--- config.mk ---
export PLATFORM = sky130hd
export DESIGN_NAME = exec_unit
export DESIGN_NICKNAME = d
export VERILOG_FILES = /design/src/rtl/exec_pkg.sv /design/src/rtl/exec_alu.sv /design/src/rtl/exec_unit.sv
export SDC_FILE = /design/constraint.sdc
export NUM_CORES = 1
export LEC_CHECK = 0
export ABC_AREA = 0
export ABC_CLOCK_PERIOD_IN_PS = 6100
export BUFFER_PORTS_ARGS = -buffer_cell sky130_fd_sc_hd__buf_4
export CORE_AREA = 5 5 84 86
export CTS_BUF_LIST = sky130_fd_sc_hd__clkbuf_16
export DETAILED_ROUTE_END_ITERATION = 8
export DIE_AREA = 0 0 89 91
export GPL_TIMING_DRIVEN = 1
export PLACE_DENSITY_LB_ADDON = 0.1
export SYNTH_ARGS = -nofsm -noshare
export SYNTH_HDL_FRONTEND = slang
export SYNTH_HIERARCHICAL = 1
export SYNTH_SLANG_ARGS = --single-unit
--- constraint.sdc ---
create_clock -name clk -period 6.1 [get_ports clk]
set_input_delay 1.22 -clock clk [delete_from_list [all_inputs] [get_ports clk]]
set_output_delay 1.22 -clock clk [all_outputs]
set_load 0.02 [all_outputs]
--- src/rtl/exec_pkg.sv ---
// Shared definitions for the bf8b execute stage: opcodes, FSM states and width defaults.
package exec_pkg;
  localparam int DATA_W_DEF = 8;
  localparam int ADDR_W_DEF = 8;
  localparam int OP_W_DEF   = 3;

  localparam int OP_NOP = 0;
  localparam int OP_LOD = 1;
  localparam int OP_STR = 2;
  localparam int OP_ADD = 3;
  localparam int OP_SUB = 4;
  localparam int OP_RMW = 5;

  typedef enum logic [2:0] {
    S_IDLE,
    S_ALU,
    S_RD,
    S_WR,
    S_DONE
  } state_e;
endpackage

--- src/rtl/exec_alu.sv ---
// Combinational add/subtract with carry-out (add) or borrow (sub) in the top bit.
module exec_alu #(
  parameter int DATA_W = 8
) (
  input  logic [DATA_W-1:0] a,
  input  logic [DATA_W-1:0] b,
  input  logic              sub,
  output logic [DATA_W-1:0] res,
  output logic              cout
);
  logic [DATA_W:0] ext;

  always_comb begin
    if (sub) ext = {1'b0, a} - {1'b0, b};
    else     ext = {1'b0, a} + {1'b0, b};
  end

  assign res  = ext[DATA_W-1:0];
  assign cout = ext[DATA_W];
endmodule

--- src/rtl/exec_unit.sv ---
// Execute stage: ALU ops, load/store and atomic read-modify-write against a req/ready memory port.
module exec_unit
  import exec_pkg::*;
#(
  parameter int DATA_W = DATA_W_DEF,
  parameter int ADDR_W = ADDR_W_DEF,
  parameter int OP_W   = OP_W_DEF
) (
  input  logic              clk,
  input  logic              rst,
  input  logic              start,
  input  logic [OP_W-1:0]   op,
  input  logic [DATA_W-1:0] val1,
  input  logic [DATA_W-1:0] val2,
  input  logic [ADDR_W-1:0] addr_in,
  output logic              busy,
  output logic              done,
  output logic [DATA_W-1:0] val_out,
  output logic              zero,
  output logic              carry,
  output logic              err,
  output logic              mem_req,
  output logic              we,
  output logic [ADDR_W-1:0] mem_addr,
  output logic [DATA_W-1:0] mem_data_out,
  input  logic [DATA_W-1:0] mem_data_in,
  input  logic              mem_ready
);
  state_e            state_q, state_d;
  logic [OP_W-1:0]   op_q, op_d;
  logic [DATA_W-1:0] val1_q, val1_d, val2_q, val2_d;
  logic [DATA_W-1:0] val_out_q, val_out_d, mem_data_out_q, mem_data_out_d;
  logic [ADDR_W-1:0] mem_addr_q, mem_addr_d;
  logic busy_q, busy_d, done_q, done_d, zero_q, zero_d, carry_q, carry_d;
  logic err_q, err_d, mem_req_q, mem_req_d, we_q, we_d;
  logic upd_val;

  logic [DATA_W-1:0] alu_a, alu_res;
  logic              alu_sub, alu_cout;

  // The adder is shared: operands in ALU, read data + increment in RD.
  always_comb begin
    alu_a   = val1_q;
    alu_sub = (op_q == OP_W'(OP_SUB));
    if (state_q == S_RD) begin
      alu_a   = mem_data_in;
      alu_sub = 1'b0;
    end
  end

  exec_alu #(.DATA_W(DATA_W)) u_alu (
    .a    (alu_a),
    .b    (val2_q),
    .sub  (alu_sub),
    .res  (alu_res),
    .cout (alu_cout)
  );

  always_comb begin
    state_d        = state_q;
    op_d           = op_q;
    val1_d         = val1_q;
    val2_d         = val2_q;
    val_out_d      = val_out_q;
    mem_data_out_d = mem_data_out_q;
    mem_addr_d     = mem_addr_q;
    busy_d         = busy_q;
    done_d         = 1'b0;
    err_d          = 1'b0;
    zero_d         = zero_q;
    carry_d        = carry_q;
    mem_req_d      = mem_req_q;
    we_d           = we_q;
    upd_val        = 1'b0;

    unique case (state_q)
      S_IDLE: begin
        if (start) begin
          op_d       = op;
          val1_d     = val1;
          val2_d     = val2;
          mem_addr_d = addr_in;
          busy_d     = 1'b1;
          if (op == OP_W'(OP_LOD) || op == OP_W'(OP_RMW)) begin
            state_d   = S_RD;
            mem_req_d = 1'b1;
            we_d      = 1'b0;
          end else if (op == OP_W'(OP_STR)) begin
            state_d        = S_WR;
            mem_req_d      = 1'b1;
            we_d           = 1'b1;
            mem_data_out_d = val1;
          end else begin
            state_d = S_ALU;
          end
        end
      end
      S_ALU: begin
        state_d = S_DONE;
        done_d  = 1'b1;
        busy_d  = 1'b0;
        upd_val = 1'b1;
        carry_d = 1'b0;
        case (op_q)
          OP_W'(OP_ADD), OP_W'(OP_SUB): begin
            val_out_d = alu_res;
            carry_d   = alu_cout;
          end
          OP_W'(OP_NOP): val_out_d = val1_q;
          default: begin
            val_out_d = val1_q;
            err_d     = 1'b1;
          end
        endcase
      end
      S_RD: begin
        if (mem_ready) begin
          upd_val = 1'b1;
          carry_d = 1'b0;
          if (op_q == OP_W'(OP_RMW)) begin
            // Go straight into the write phase; mem_req stays asserted.
            val_out_d      = alu_res;
            mem_data_out_d = alu_res;
            we_d           = 1'b1;
            state_d        = S_WR;
          end else begin
            val_out_d = mem_data_in;
            mem_req_d = 1'b0;
            state_d   = S_DONE;
            done_d    = 1'b1;
            busy_d    = 1'b0;
          end
        end
      end
      S_WR: begin
        if (mem_ready) begin
          mem_req_d      = 1'b0;
          we_d           = 1'b0;
          mem_data_out_d = '0;
          state_d        = S_DONE;
          done_d         = 1'b1;
          busy_d         = 1'b0;
          if (op_q == OP_W'(OP_STR)) begin
            upd_val   = 1'b1;
            val_out_d = val1_q;
            carry_d   = 1'b0;
          end
        end
      end
      S_DONE:  state_d = S_IDLE;
      default: state_d = S_IDLE;
    endcase

    if (upd_val) zero_d = (val_out_d == '0);
  end

  always_ff @(posedge clk) begin
    if (rst) begin
      state_q        <= S_IDLE;
      op_q           <= '0;
      val1_q         <= '0;
      val2_q         <= '0;
      val_out_q      <= '0;
      mem_data_out_q <= '0;
      mem_addr_q     <= '0;
      busy_q         <= 1'b0;
      done_q         <= 1'b0;
      err_q          <= 1'b0;
      zero_q         <= 1'b0;
      carry_q        <= 1'b0;
      mem_req_q      <= 1'b0;
      we_q           <= 1'b0;
    end else begin
      state_q        <= state_d;
      op_q           <= op_d;
      val1_q         <= val1_d;
      val2_q         <= val2_d;
      val_out_q      <= val_out_d;
      mem_data_out_q <= mem_data_out_d;
      mem_addr_q     <= mem_addr_d;
      busy_q         <= busy_d;
      done_q         <= done_d;
      err_q          <= err_d;
      zero_q         <= zero_d;
      carry_q        <= carry_d;
      mem_req_q      <= mem_req_d;
      we_q           <= we_d;
    end
  end

  assign busy         = busy_q;
  assign done         = done_q;
  assign val_out      = val_out_q;
  assign zero         = zero_q;
  assign carry        = carry_q;
  assign err          = err_q;
  assign mem_req      = mem_req_q;
  assign we           = we_q;
  assign mem_addr     = mem_addr_q;
  assign mem_data_out = mem_data_out_q;
endmodule

# --- After elaboration in Yosys (flattened, before gate mapping) ---
# Cells that the tools add are included.
totals:
  output_inout_bits: 31
  ff_bits: 53
  input_bits: 39
  wordCells: 102
classes:
  n_bitwise: 1
  muxes: 49
  add_sub_neg: 2
  n_eq_ne: 19
  reduce_logical: 17
ops:
  columns: ["cell", "n"]
  rows:
  - ["$mux W8", 12]
  - ["$pmux W8 S3", 2]
  - ["$mux W1", 21]
  - ["$eq A3 B2 Y1 const B", 5]
  - ["$pmux W1 S3", 5]
  - ["$ne A2 B2 Y1 const B", 7]
  - ["$mux W3", 4]
  - ["$pmux W3 S4", 1]
  - ["$reduce_and A6 Y1", 2]
  - ["$add A8 B8 Y9", 1]
  - ["$eq A3 B3 Y1 const B", 3]
  - ["$mux W9", 1]
  - ["$sub A8 B8 Y9", 1]
  - ["$logic_not A8 Y1", 1]
  - ["$reduce_and A7 Y1", 1]
  - ["$eq A3 B1 Y1 const B", 2]
  - ["$logic_not A3 Y1", 2]
  - ["$reduce_bool A3 Y1", 2]
  - ["$reduce_and A5 Y1", 1]
  - ["$mux W2", 2]
  - ["$pmux W1 S4", 1]
  - ["$reduce_and A4 Y1", 1]
  - ["$reduce_bool A4 Y1", 1]
  - ["$reduce_or A2 Y1", 2]
  - ["7 further kinds", 7]

# --- Depth between registers and ports, before layout ---
depth:
  word_depth: 8
  depth_mapped: 18
  ltp_nobuf: 14

# --- Modules after synthesis ---
# The synthesis kept the hierarchy.
modules_own_cells:
  columns: ["mod", "seq_area_each_um2", "area_each_um2", "instances", "cells_per_inst"]
  rows:
  - ["exec_unit", 1061.0, 2476.1, 1, 301]
  - ["exec_alu", 0.0, 559.3, 1, 72]

# --- Worst setup path after synthesis ---
# Ideal clock, no wire load.
synth_timing:
  path_type: "reg-to-reg"
  start: "reg state_q[0]"
  end: "reg zero_q (netlist: zero)"
  path_stages_with_launch: 18
  period_less_slack_ns: 3.647
  t_arrival_ns: 3.563
  path_slack_ns: 2.453
  path_cell_list: "dfxtp_1 -> clkbuf_1 -> nor3b_1 -> clkbuf_1 -> buf_1 -> nor2b_1 -> buf_6 -> mux2_2 -> fa_1 -> nor2b_4 -> o2111ai_2 -> nand3b_1 -> xor2_1 -> o211ai_1 -> nand3_1 -> a221oi_1 -> nand4_1 -> o31ai_2"
synth_between:
  word_cells_on_any_way: 14
synth_lines:
  columns: ["item", "line", "rtl"]
  rows:
  - ["start, declared", "exec_unit.sv:29", "state_e state_q, state_d;"]
  - ["start signal, assigned", "exec_unit.sv:174", "state_q <= state_d;"]
  - ["$eq A3 B2 Y1 *", "exec_unit.sv:45", "if (state_q == S_RD) begin"]
  - ["$mux W1 *", "exec_unit.sv:45", null]
  - ["via alu_sub", "exec_unit.sv:39", "logic alu_sub, alu_cout;"]
  - ["$mux W9 *", "exec_alu.sv:14", "if (sub) ext = {1'b0, a} - {1'b0, b};"]
  - ["via alu_res[6]", "exec_unit.sv:38", "logic [DATA_W-1:0] alu_a, alu_res;"]
  - ["$mux W8", "exec_unit.sv:120", "if (op_q == OP_W'(OP_RMW)) begin"]
  - ["$mux W8", "exec_unit.sv:117", "if (mem_ready) begin"]
  - ["$pmux W8 S3 *", "exec_unit.sv:76", "unique case (state_q)"]
  - ["$logic_not A8 Y1 *", "exec_unit.sv:154", "if (upd_val) zero_d = (val_out_d == '0);"]
  - ["end signal, assigned", "exec_unit.sv:184", "zero_q <= zero_d;"]
  - ["end, declared", "exec_unit.sv:34", "logic busy_q, busy_d, done_q, done_d, zero_q, zero_d, carry_q, carry_d;"]
# Mark *: on every way through the listed nets, which the timed path passes. The rest lies on a longest branch.
# A chain may end at the register's enable or synchronous reset.

# --- Final worst setup path ---
# Ends and elaborated chain as after synthesis.

==> summary.txt <==
Status -> finished clean
Total Nets Final -> 478
Largest net degree at the start of global routing -> 54
CTS root buf -> clkbuf_16
# setup viols final -> 0
Final worst-path cycle share -> 63.3%
Worst-Skew Late Latency -> 0.30 ns
Critical Path Sink Type -> flop
Syn Inst Count -> 373
Dpl ws -> 2.32 ns
Register area -> 0.00106 mm²
Cell class contributing the biggest share of worst-path delay -> simple AND/OR/NAND/NOR gates
GP Congestion -> 0.921
Worst Hold Class -> flop to flop
CTS Hold Bufs -> 0
H-tree levels -> 2
DRT antenna net count -> 0
Layout fillers -> 567
Hold Crit Depth -> 2
Vias -> 2,932
Buf/Inv on CP -> 1
Cell area after layout -> 0.00372 mm²
Unrepaired setup endpoints after global routing -> false
Synthesized area -> 0.00304 mm²
Setup ws final -> 2.24 ns
Routed vias/inst -> 5.78
Worst r2r path cells -> 14
Slowest cell delay on critical path -> 0.67 ns
Final slew viol count -> 0
Post-synth top area share -> 35.0%
Number of flops mapped to enable cells by yosys -> 0
HPWL Detailed -> 6150 µm
Crit path cell chain -> nor3b_2, buf_4, nor2b_1, mux2_2, fa_1, nor2b_4, o2111ai_2, nand3b_1, xor2_1, o211ai_1, nand3_1, a221oi_1, nand4_1, o31ai_2
Synthesized flop and latch total -> 53
Hold Slack -> 0.456 ns
Peak supply drop -> 0.159 mV
Setup CP Type -> flop to flop
Drt wl/cell -> 16.3 µm
Worst Setup EP -> zero
Post-synth cell types -> 57
Total Power -> 1.07 mW
Mapped Nets -> 422
Vias in the first global route -> 2,757
Primary FF master, synth -> dfxtp_1
Crit Path Max Fanout -> 20
Max cap viols -> 0
Synthesis-to-layout area growth -> 22.6%
Pwr/cell area -> 288 mW/mm²
First-pass GRT wire length -> 13,500 µm
Max clock buf depth -> 2
DP Area -> 0.00357 mm²
Starting DRT DRC Count -> 161
CTS clk-pin slew, worst paths -> 0.07 ns
FF-to-FF End -> zero
Initial core utilization -> 48.9%
Fin. Hold Viols -> 0
Worst EP required -> 6.32 ns
CTS Buf Count -> 5
Flop-to-flop setup slack -> 2.24 ns
Reg-to-reg startpoint -> state_q[0]
GRT overflow -> 0
# Post-CTS Setup Buffers -> 0
DIE HEIGHT -> 91 µm
Top-count cell post-synth -> nand2_1
Post-synth ARST share -> 0%
DRC viols -> 0
Core area -> 0.00620 mm²
Clock sink total -> 53
Sequential area share after synthesis -> 35.0%
P_leak -> 1.54 nW
Total Die Area -> 0.00810 mm²
I/O Buffers -> 69
Clock Skew -> 0.00335 ns
Critical path depth in cells -> 14
Yosys top cell by area -> dfxtp_1
Slowest cell on crit path -> dfxtp_1
Peak Freq -> 259 MHz
CP Launch Type -> flop
Critical path origin -> state_q[0]
Multi-input combinational cell area -> 0.00184 mm²
Ports -> 70
TritonCTS clock tree -> built
Worst slew pin tran -> 1.25 ns
Top area cells in the synthesized netlist -> dfxtp_1 35%, nand2_1 8.3%, a21oi_1 6.1%
Cts repair resizes -> 0
Setup TNS -> 0 ns
Final core occ -> 60.0%
Commonest cells in the netlist -> 67 x nand2_1, 53 x dfxtp_1, 37 x a21oi_1
Critical Path AT -> 4.07 ns
Post-layout minimum cycle time -> 3.86 ns
Placed instance count -> 499
Antenna cells -> 0
Drt total wl -> 8280 µm
Rows -> 29
Die width -> 89 µm
Layout cells sized above 1 -> 24.2%
Pre-antenna DRT Iters -> 4
Yosys warnings -> 6
Slew Limit Headroom -> 16.9%
Mapped Avg Cell Area -> 8.14 µm²
Fin cells -> 507
Initial antenna violation count -> 0
Gr usage total -> 20.8%
==> worst min-delay path, stage by stage, from the launching register on <==
cell and delay [ns]:
dfxtp_1 0.31, nand2_1 0.05, a21oi_1 0.05
==> state kept, by name, summed over array words and instances, names as in the netlist <==
signal	cells
mem_addr	8
mem_data_out	8
val1_q	8
val2_q	8
val_out	8
op_q	3
state_q	3
busy	1
carry	1
done	1
err	1
mem_req	1
we	1
zero	1
==> worst min path at each step <==
stage / start / to / slack [ns]
2_1_floorplan: val1_q[0] / val1_q[0] / 0.45
3_3_place_gp: mem_addr[2] / mem_addr[2] / 0.44
3_5_place_dp: mem_addr[5] / mem_addr[5] / 0.45
4_1_cts: mem_addr[5] / mem_addr[5] / 0.46
5_1_grt: mem_addr[3] / mem_addr[3] / 0.49
6_report: mem_addr[5] / mem_addr[5] / 0.46
==> power breakdown <==
part           switching [mW]  internal, mW  total (mW)
clock network           0.136         0.155       0.291
registers              0.0281         0.374       0.402
logic                   0.219         0.162       0.380
==> routing by layer <==
metal | GRT usage, % | wire (µm) | part of all wire (%)
met3 | 4.62 | 534 | 6.5
met1 | 28.0 | 3800 | 46
met2 | 32.9 | 3820 | 46
met5 | 0 | 0 | 0
met4 | 6.45 | 127 | 1.5
==> cell families (layout without fill, tap and decap cells) <==
group                    after synthesis  after routing  share of synthesized area, %
buffers and inverters                 33             90                          4.90
AO/OA/AOI/OAI                         92             92                          21.1
XOR/XNOR                              12             12                          3.46
AND/OR/NAND/NOR                      157            157                          25.6
multiplexers                          16             16                          5.69
flip-flops                            53             53                          35.0
adder cells (fa/ha/maj)               10             10                          4.37
==> final cells by class <==
class	instances	area share, %
Sequential cell	53	28.5
Clock inverter	3	0.706
Multi-Input combinational cell	287	49.4
Inverter	11	1.11
Tap cell	77	2.59
Clock buffer	5	3.36
Timing Repair Buffer	71	14.3
==> cells in the final DEF, fill, tap and decap left out, drive strengths merged, types with 3 or more instances in the layout <==
| cell | instances |
|---|---|
| a221oi | 14 |
| buf | 71 |
| dfxtp | 53 |
| nor3b | 5 |
| inv | 12 |
| clkbuf | 5 |
| nor2 | 27 |
| a211oi | 3 |
| xnor2 | 9 |
| nand2 | 67 |
| nor3 | 15 |
| a31oi | 4 |
| xor2 | 3 |
| mux2i | 6 |
| o211ai | 3 |
| mux2 | 10 |
| nand2b | 4 |
| o2bb2ai | 3 |
| nor2b | 11 |
| nand4 | 3 |
| nand3b | 4 |
| nand3 | 12 |
| ha | 9 |
| o21ai | 9 |
| a21oi | 37 |
| o21a | 4 |
No activity file was read; power rests on OpenSTA's default activity.
